**config.mk**
```make
export PLATFORM = sky130hd
export DESIGN_NAME = instruction_fetch
export DESIGN_NICKNAME = d
export VERILOG_FILES = /design/src/rtl/core_pkg.sv /design/src/rtl/fetch_fifo.sv /design/src/rtl/instruction_fetch.sv
export SDC_FILE = /design/constraint.sdc
export NUM_CORES = 1
export LEC_CHECK = 0
export CAP_MARGIN = 30
export CORE_ASPECT_RATIO = 0.9
export CORE_MARGIN = 1
export CORE_UTILIZATION = 50
export CTS_CLUSTER_SIZE = 8
export DETAILED_ROUTE_END_ITERATION = 16
export PLACE_DENSITY = 0.85
export SETUP_SLACK_MARGIN = 0.2
export SLEW_MARGIN = 20
export SYNTH_ARGS = -nofsm -noshare
export SYNTH_HDL_FRONTEND = slang
export SYNTH_SLANG_ARGS = --single-unit
export TNS_END_PERCENT = 5
```
**constraint.sdc**
```tcl
create_clock -name clk -period 3.08 [get_ports clk]
set_input_delay 0.308 -clock clk [delete_from_list [all_inputs] [get_ports clk]]
set_output_delay 0.308 -clock clk [all_outputs]
set_load 0.02 [all_outputs]
```
**src/rtl/core_pkg.sv**
```systemverilog
`default_nettype none
// +----------------------------------------------------------------------------+
// | core_pkg                                                                   |
// | Shared widths, fetch entry type and PC helpers for the core front end.     |
// | Revision: 1.0                                                              |
// +----------------------------------------------------------------------------+
package core_pkg;

    localparam int XLEN    = 32;
    localparam int ILEN    = 32;
    localparam int PC_STEP = 4;

    localparam logic [XLEN-1:0] PC_ALIGN_MASK = ~XLEN'(PC_STEP - 1);

    typedef struct packed {
        logic [XLEN-1:0] pc;
        logic [ILEN-1:0] instruction;
    } fetch_entry_t;

    function automatic logic [XLEN-1:0] align_pc(input logic [XLEN-1:0] addr);
        return addr & PC_ALIGN_MASK;
    endfunction

endpackage

`default_nettype wire

```
**src/rtl/fetch_fifo.sv**
```systemverilog
`default_nettype none
// +----------------------------------------------------------------------------+
// | fetch_fifo                                                                 |
// | Synchronous FIFO of fetch entries with synchronous flush; head is zero     |
// | whenever the FIFO is empty.                                                |
// | Revision: 1.0                                                              |
// +----------------------------------------------------------------------------+
module fetch_fifo
    import core_pkg::*;
#(
    parameter int DEPTH = 4,
    localparam int CNT_W = $clog2(DEPTH + 1),
    localparam int PTR_W = (DEPTH > 1) ? $clog2(DEPTH) : 1
) (
    input  logic             clk,
    input  logic             rst_n,
    input  logic             flush,
    input  logic             push,
    input  fetch_entry_t     push_data,
    input  logic             pop,
    output fetch_entry_t     head,
    output logic [CNT_W-1:0] count,
    output logic             empty,
    output logic             full
);

    fetch_entry_t     mem_q [DEPTH];
    fetch_entry_t     mem_d [DEPTH];
    logic [PTR_W-1:0] wr_ptr_q, wr_ptr_d;
    logic [PTR_W-1:0] rd_ptr_q, rd_ptr_d;
    logic [CNT_W-1:0] count_q, count_d;
    logic             do_pop;

    // Pointers wrap explicitly so non-power-of-two depths work.
    function automatic logic [PTR_W-1:0] ptr_inc(input logic [PTR_W-1:0] p);
        if (p == PTR_W'(DEPTH - 1)) begin
            return '0;
        end
        return p + PTR_W'(1);
    endfunction

    assign empty  = (count_q == '0);
    assign full   = (count_q == CNT_W'(DEPTH));
    assign count  = count_q;
    assign do_pop = pop & ~empty;
    assign head   = empty ? '0 : mem_q[rd_ptr_q];

    always_comb begin
        mem_d    = mem_q;
        wr_ptr_d = wr_ptr_q;
        rd_ptr_d = rd_ptr_q;
        count_d  = count_q;
        if (flush) begin
            wr_ptr_d = '0;
            rd_ptr_d = '0;
            count_d  = '0;
        end else begin
            if (push) begin
                mem_d[wr_ptr_q] = push_data;
                wr_ptr_d        = ptr_inc(wr_ptr_q);
            end
            if (do_pop) begin
                rd_ptr_d = ptr_inc(rd_ptr_q);
            end
            count_d = count_q + CNT_W'(push) - CNT_W'(do_pop);
        end
    end

    always_ff @(posedge clk) begin
        if (!rst_n) begin
            wr_ptr_q <= '0;
            rd_ptr_q <= '0;
            count_q  <= '0;
        end else begin
            wr_ptr_q <= wr_ptr_d;
            rd_ptr_q <= rd_ptr_d;
            count_q  <= count_d;
        end
    end

    // Storage needs no reset: the head is masked while empty.
    always_ff @(posedge clk) begin
        mem_q <= mem_d;
    end

endmodule

`default_nettype wire

```
**src/rtl/instruction_fetch.sv**
```systemverilog
`default_nettype none
// +----------------------------------------------------------------------------+
// | instruction_fetch                                                          |
// | PC sequencing, 1-cycle imem request/response tracking, redirect flush and  |
// | buffered valid/ready delivery of {pc, instruction} to the decoder.         |
// | Revision: 1.0                                                              |
// +----------------------------------------------------------------------------+
module instruction_fetch
    import core_pkg::*;
#(
    parameter logic [XLEN-1:0] RESET_PC   = 32'h0000_0000,
    parameter int              FIFO_DEPTH = 4
) (
    input  logic            clk,
    input  logic            rst_n,
    output logic            imem_req,
    output logic [XLEN-1:0] imem_addr,
    input  logic [ILEN-1:0] imem_rdata,
    input  logic            redirect_valid,
    input  logic [XLEN-1:0] redirect_pc,
    output logic            inst_valid,
    input  logic            inst_ready,
    output logic [ILEN-1:0] instruction,
    output logic [XLEN-1:0] inst_pc
);

    localparam int              CNT_W   = $clog2(FIFO_DEPTH + 1);
    localparam logic [CNT_W:0]  DEPTH_W = (CNT_W + 1)'(FIFO_DEPTH);

    logic [XLEN-1:0]  pc_q, pc_d;
    logic             inflight_q, inflight_d;
    logic [XLEN-1:0]  inflight_pc_q, inflight_pc_d;

    logic [CNT_W-1:0] fifo_count;
    logic             fifo_empty;
    logic             fifo_full;
    fetch_entry_t     fifo_head;
    fetch_entry_t     push_entry;
    logic             push;
    logic             pop;
    logic             issue;
    logic [CNT_W:0]   outstanding;

    // Buffered plus in-flight words bound the issue so the FIFO cannot overflow.
    assign outstanding = {1'b0, fifo_count} + {{CNT_W{1'b0}}, inflight_q};
    assign issue       = rst_n & ~redirect_valid & (outstanding < DEPTH_W);

    assign imem_req    = issue;
    assign imem_addr   = pc_q;

    assign push        = inflight_q & ~redirect_valid;
    assign push_entry  = '{pc: inflight_pc_q, instruction: imem_rdata};
    assign pop         = inst_valid & inst_ready;

    assign inst_valid  = ~fifo_empty;
    assign instruction = fifo_head.instruction;
    assign inst_pc     = fifo_head.pc;

    always_comb begin
        pc_d          = pc_q;
        inflight_d    = 1'b0;
        inflight_pc_d = inflight_pc_q;
        if (redirect_valid) begin
            pc_d = align_pc(redirect_pc);
        end else if (issue) begin
            pc_d          = pc_q + XLEN'(PC_STEP);
            inflight_d    = 1'b1;
            inflight_pc_d = pc_q;
        end
    end

    always_ff @(posedge clk) begin
        if (!rst_n) begin
            pc_q          <= RESET_PC;
            inflight_q    <= 1'b0;
            inflight_pc_q <= '0;
        end else begin
            pc_q          <= pc_d;
            inflight_q    <= inflight_d;
            inflight_pc_q <= inflight_pc_d;
        end
    end

    fetch_fifo #(
        .DEPTH (FIFO_DEPTH)
    ) u_fetch_fifo (
        .clk       (clk),
        .rst_n     (rst_n),
        .flush     (redirect_valid),
        .push      (push),
        .push_data (push_entry),
        .pop       (pop),
        .head      (fifo_head),
        .count     (fifo_count),
        .empty     (fifo_empty),
        .full      (fifo_full)
    );

    always_ff @(posedge clk) begin
        if (rst_n) begin
            assert (!(push && fifo_full));
        end
    end

endmodule

`default_nettype wire
```
Yosys cells after proc, flatten, opt, wreduce, memory -nomap -nowiden
Cells that the tools add are included.
{ "totals": {"wordCells": 63, "input_bits": 68, "output_inout_bits": 98, "register_bits": 328} }
{ "op_classes": {"reduce_logical": 6, "n_eq_ne": 2, "n_lt_le_gt_ge": 4, "add_sub_neg": 6, "muxes": 20, "n_bitwise": 10} }
{ "op_table": {"columns": ["operator", "n"], "rows": [
  ["$bwmux 256", 1],
  ["$mux 64", 4],
  ["$bmux 64 s2", 1],
  ["$demux 64 s2", 1],
  ["$mux 32", 2],
  ["$add 32x3->32 const B", 1],
  ["$mux 2", 4],
  ["$mux 1", 7],
  ["$ge 3x3->1 const B", 2],
  ["$not 2->3", 2],
  ["$and 1x1->1", 5],
  ["$add 2x1->2 const B", 2],
  ["$add 3x1->4", 1],
  ["$eq 2x2->1 const B", 2],
  ["$lt 4x3->1 const B", 1],
  ["$reduce_and 2->1", 2],
  ["$add 3x1->3", 1],
  ["$logic_not 3->1", 1],
  ["$lt 3x1->1 const B", 1],
  ["$not 1->1", 3],
  ["$sub 3x1->3", 1],
  ["$reduce_bool 2->1", 1],
  ["$reduce_or 2->1", 1],
  ["$logic_and 1x1->1", 1]
]} }

Logic depth before layout (Yosys ltp)
{ "logic_depth": {"word_depth": 7, "ltp_mapped": 11, "mapped_depth_nobuf": 10} }

Hierarchy
Synthesis repeated with hierarchy kept, for this count alone.
{ "unflattened": {"cells_unflattened": 840, "area_unflattened_um2": 13135.1} }
{ "by_module_without_submodules": {"columns": ["mod", "cells_each", "seq_area_each_um2", "area_per_inst_um2", "n_inst"], "rows": [
  ["fetch_fifo", 453, 7827.5, 10116.0, 1],
  ["instruction_fetch", 387, 1221.2, 3019.1, 1]
]} }

Worst setup path after synthesis
OpenSTA, ideal clock, no wires.
{ "synth_timing": {"path_kind": "input-to-reg", "start": "input port redirect_valid", "end": "register u_fetch_fifo.mem_q[0] (netlist bit), enable pin", "setup_ns": 0.427, "path_stages": 4, "path_slack_ns": 0.199, "required_time_ns": 2.653, "n_path_buf": 2, "arrival_ns": 2.454, "path_cell_list": "inv_1 -> clkbuf_1 -> clkbuf_1 -> and3_1"} }
{ "synth_between": {"elab_chain_len": 3} }
{ "synth_lines": {"columns": ["item", "line", "rtl"], "rows": [
  ["start, declared", "instruction_fetch.sv:19", "input logic redirect_valid,"],
  ["$not 1->1 (no line) *", null, null],
  ["$and 1x1->1", "instruction_fetch.sv:51", "assign push = inflight_q & ~redirect_valid;"],
  ["$reduce_and 2->1 (no line) *", null, null],
  ["end signal, assigned", "fetch_fifo.sv:83", "mem_q <= mem_d;"],
  ["end, declared", "fetch_fifo.sv:27", "fetch_entry_t mem_q [DEPTH];"]
]} }
Mark *: on every way between the ends. The rest lies on a longest branch, timed or not.
A chain may end at the register's enable or synchronous reset.

Worst setup path in the final report
{ "layout_timing": {"start": "register u_fetch_fifo.rd_ptr_q[0]", "end": "output port instruction[15]"} }
{ "layout_between": {"elab_chain_len": 5} }
{ "layout_lines": {"columns": ["item", "line", "rtl"], "rows": [
  ["start, declared", "fetch_fifo.sv:30", "logic [PTR_W-1:0] rd_ptr_q, rd_ptr_d;"],
  ["start signal, assigned", "fetch_fifo.sv:76", "rd_ptr_q <= rd_ptr_d;"],
  ["$not 2->3 (not written as such)", "fetch_fifo.sv:46", "assign head = empty ? '0 : mem_q[rd_ptr_q];"],
  ["$bmux 64 s2", "fetch_fifo.sv:46", null],
  ["$mux 64 (not written as such) (2 in series)", "fetch_fifo.sv:46", null],
  ["$mux 64", "fetch_fifo.sv:46", null],
  ["end, declared", "instruction_fetch.sv:23", "output logic [ILEN-1:0] instruction,"]
]} }
No other way between the ends. The select of a mux whose other input is x is not followed.

==> summary.txt <==
Slowest CP cell - mux4_2
Number of flops mapped to enable cells by yosys - 248
Max-slew violations - 0
1st-pass router iterations - 5
Global-route wire length before repair - 41.9 mm
Initial antenna violation count - 0
Critical path depth in cells - 4
GRT Resource Usage Total - 0.212
Post-synthesis sequential area ratio - 0.699
Largest area contributor in the netlist - edfxtp_1
Setup total negative slack - 0 ns
Final hold viol count - 0
Synth Instances - 802
Worst slew pin tran - 0.875 ns
Crit. End Element - output port
Arrival time at the worst endpoint - 2.52 ns
Most common cell after layout, fill and taps aside - edfxtp_1
Via count - 7619
Largest net degree at the start of global routing - 64
Drt total wl - 27.1 mm
Post-DRT Antenna Nets - 0
Mapped cell area - 12600 µm²
CTS buffer count - 45
Starting Density - 0.515
Multi-input gate area - 3560 µm²
Die Ht - 153 µm
YS warnings - 0
Worst-Skew Late Latency - 0.52 ns
PD cells - 612 nW/µm²
# fillers - 1712
Final Skew - 0.0127 ns
Crit path time final - 2.83 ns
Clock sinks - 316
Cts hold-fix bufs - 0
Prevailing post-synth register cell - edfxtp_1
I/O Buffers - 159
Startpoint types - flop
Top delay family on crit path - buffers and inverters
Routability-driven placement congestion ratio - 0.864
Syn Area/Cell - 15.7 µm²
Unrepaired setup endpoints after global routing - true
Main area contributors after synthesis - edfxtp_1, mux4_2, dfxtp_1
LEAKAGE - 5.38 nW
Num rows - 54
Max incr delay on CP - 0.53 ns
Status - finished, final reports clean
Reg-to-reg setup timing slack - 0.61 ns
Initial DRC count - 759
FF-to-FF path depth - 6
CTS Root Buffer Type - clkbuf_16
CTS tree - yes
Synth async-reset ratio - 0
Hold crit path type - in2reg
CP Max Fanout - 25
FF-to-FF End - imem_addr[13]
FF-to-FF Start - u_fetch_fifo.count[1]
H-tree levels - 2
Worst Path Required - 2.77 ns
Hold Path Stages - 3
Synth top area share - 0.591
Most frequent cells in the layout - edfxtp_1, clkdlybuf4s50_1, nand2_1
Worst hold start - redirect_pc[10]
Number of setup violations in the final report - 0
Clock slew at reported path FFs - 0.05 ns
DRC Markers - 0
Maximum VDD drop - 0.367 mV
Yosys cell types - 54
Nets - 1070
Die width - 169 µm
WHS Endpoint - imem_addr[10]
HPWL Detailed - 16.8 mm
Core Area - 24500 µm²
Io pins - 166
Layout Area Growth over Synthesis - 27.1%
Max Freq - 0.354 GHz
Remaining global-route overflow - 0
WL per Instance - 20.1 µm
Max clock buf depth - 3
Crit-path cells - buf_12, mux4_2, and2_1, clkdlybuf4s50_1
Vias per std cell - 5.65
Final worst-path cycle share - 0.918
Max-Cap Viols - 0
Vias in the first global route - 7593
Hold Slack - 0.370 ns
Layout cells sized above 1 - 0.153
Crit path buffers/inverters - 2
Max-slew headroom - 0.416
Register area - 8820 µm²
Die area - 25800 µm²
Crit Path Class - reg2out
#FFs+latches synth - 316
## sequential cells by signal, summed over array words and instances (netlist names)
name and flops:
u_fetch_fifo.count 3, u_fetch_fifo.mem_q 248, imem_addr 30, inflight_q 1
u_fetch_fifo.rd_ptr_q 2, inflight_pc_q 30, u_fetch_fifo.wr_ptr_q 2
## tightest hold or removal path, stage by stage
cell             delay, ns
clkdlybuf4s50_1       0.39
nor2_1                0.08
a211oi_1              0.05
## final cells by class
cell class / count / area share
Clock buffer: 65 / 0.0777
Inverter: 15 / 0.00352
Multi-Input combinational cell: 426 / 0.222
Tap cell: 336 / 0.0263
Antenna cell: 1 / 0.000156
Sequential cell: 316 / 0.551
Timing Repair Buffer: 188 / 0.119
Clock inverter: 2 / 0.000859
## where the power goes
part	total [mW]	internal, mW	switching [mW]
registers	4.76	4.67	0.0891
clock network	4.37	2.74	1.62
logic	0.674	0.328	0.346
## worst max-delay path by stage
stage | startpoint | end | slack (ns)
floorplan | redirect_valid | u_fetch_fifo.mem_q[128] | 0.20
global placement | rst_n | imem_addr[13] | 0.47
detailed placement | redirect_valid | imem_addr[13] | 0.44
CTS | u_fetch_fifo.rd_ptr_q[0] | instruction[31] | 0.16
global route | u_fetch_fifo.rd_ptr_q[0] | inst_pc[15] | 0.17
finish | u_fetch_fifo.rd_ptr_q[0] | instruction[15] | 0.25
## stage by stage
stage          area, µm²  utilization  std cells  worst slack (ns)  power (mW)
6_report           16000        0.655       1349             0.253        9.80
3_5_place_dp       14700        0.600       1273             0.438        5.50
3_3_place_gp       14700        0.600       1273             0.472        5.48
4_1_cts            15900        0.652       1341             0.161        9.86
5_1_grt            16000        0.655       1348             0.168        10.1
2_1_floorplan      12600            -        805             0.200        5.15
## synth_stat cells, types with 2 or more instances
library cell / instances
or3_1: 4
a31oi_1: 4
clkbuf_1: 33
o21ai_0: 13
nand3_1: 11
and2_1: 64
or4_4: 2
and4_1: 4
a21oi_1: 53
o211ai_1: 5
nand4_2: 2
mux4_2: 62
o31a_1: 3
a211oi_1: 2
dfxtp_1: 68
or4_1: 2
xor2_1: 5
nor3_1: 9
o211a_1: 2
buf_2: 9
inv_1: 14
a22oi_1: 3
buf_4: 4
nand4_1: 9
xnor2_1: 12
nand2_1: 86
nor2_1: 18
a2bb2oi_1: 2
ha_1: 9
mux2i_1: 4
and3_1: 8
nor4_1: 6
edfxtp_1: 248
and4b_1: 2
## kinds of logic after synthesis
kind of cell | after synthesis | share of synthesized area
AO/OA/AOI/OAI | 95 | 0.0449
XOR/XNOR | 17 | 0.0118
adder cells (fa/ha/maj) | 10 | 0.0105
buffers and inverters | 63 | 0.0214
flip-flops | 316 | 0.699
multiplexers | 67 | 0.115
other | 1 | 0.000298
AND/OR/NAND/NOR | 233 | 0.0970
## per-layer routing
metal | share of wire | track usage | vias to the layer above
li1 | - | - | 3437
met1 | 0.43 | 0.293 | 3779
met2 | 0.48 | 0.340 | 364
met3 | 0.077 | 0.0444 | 39
met4 | 0.016 | 0.0583 | 0
met5 | 0 | 0 | -
## repair_timing
action,4_1_cts,5_1_grt
setup endpoints to repair,49,62
setup buffers,1,7
cloned,0,0
resized for setup,1,1
Power figures use the tool's default switching activity.
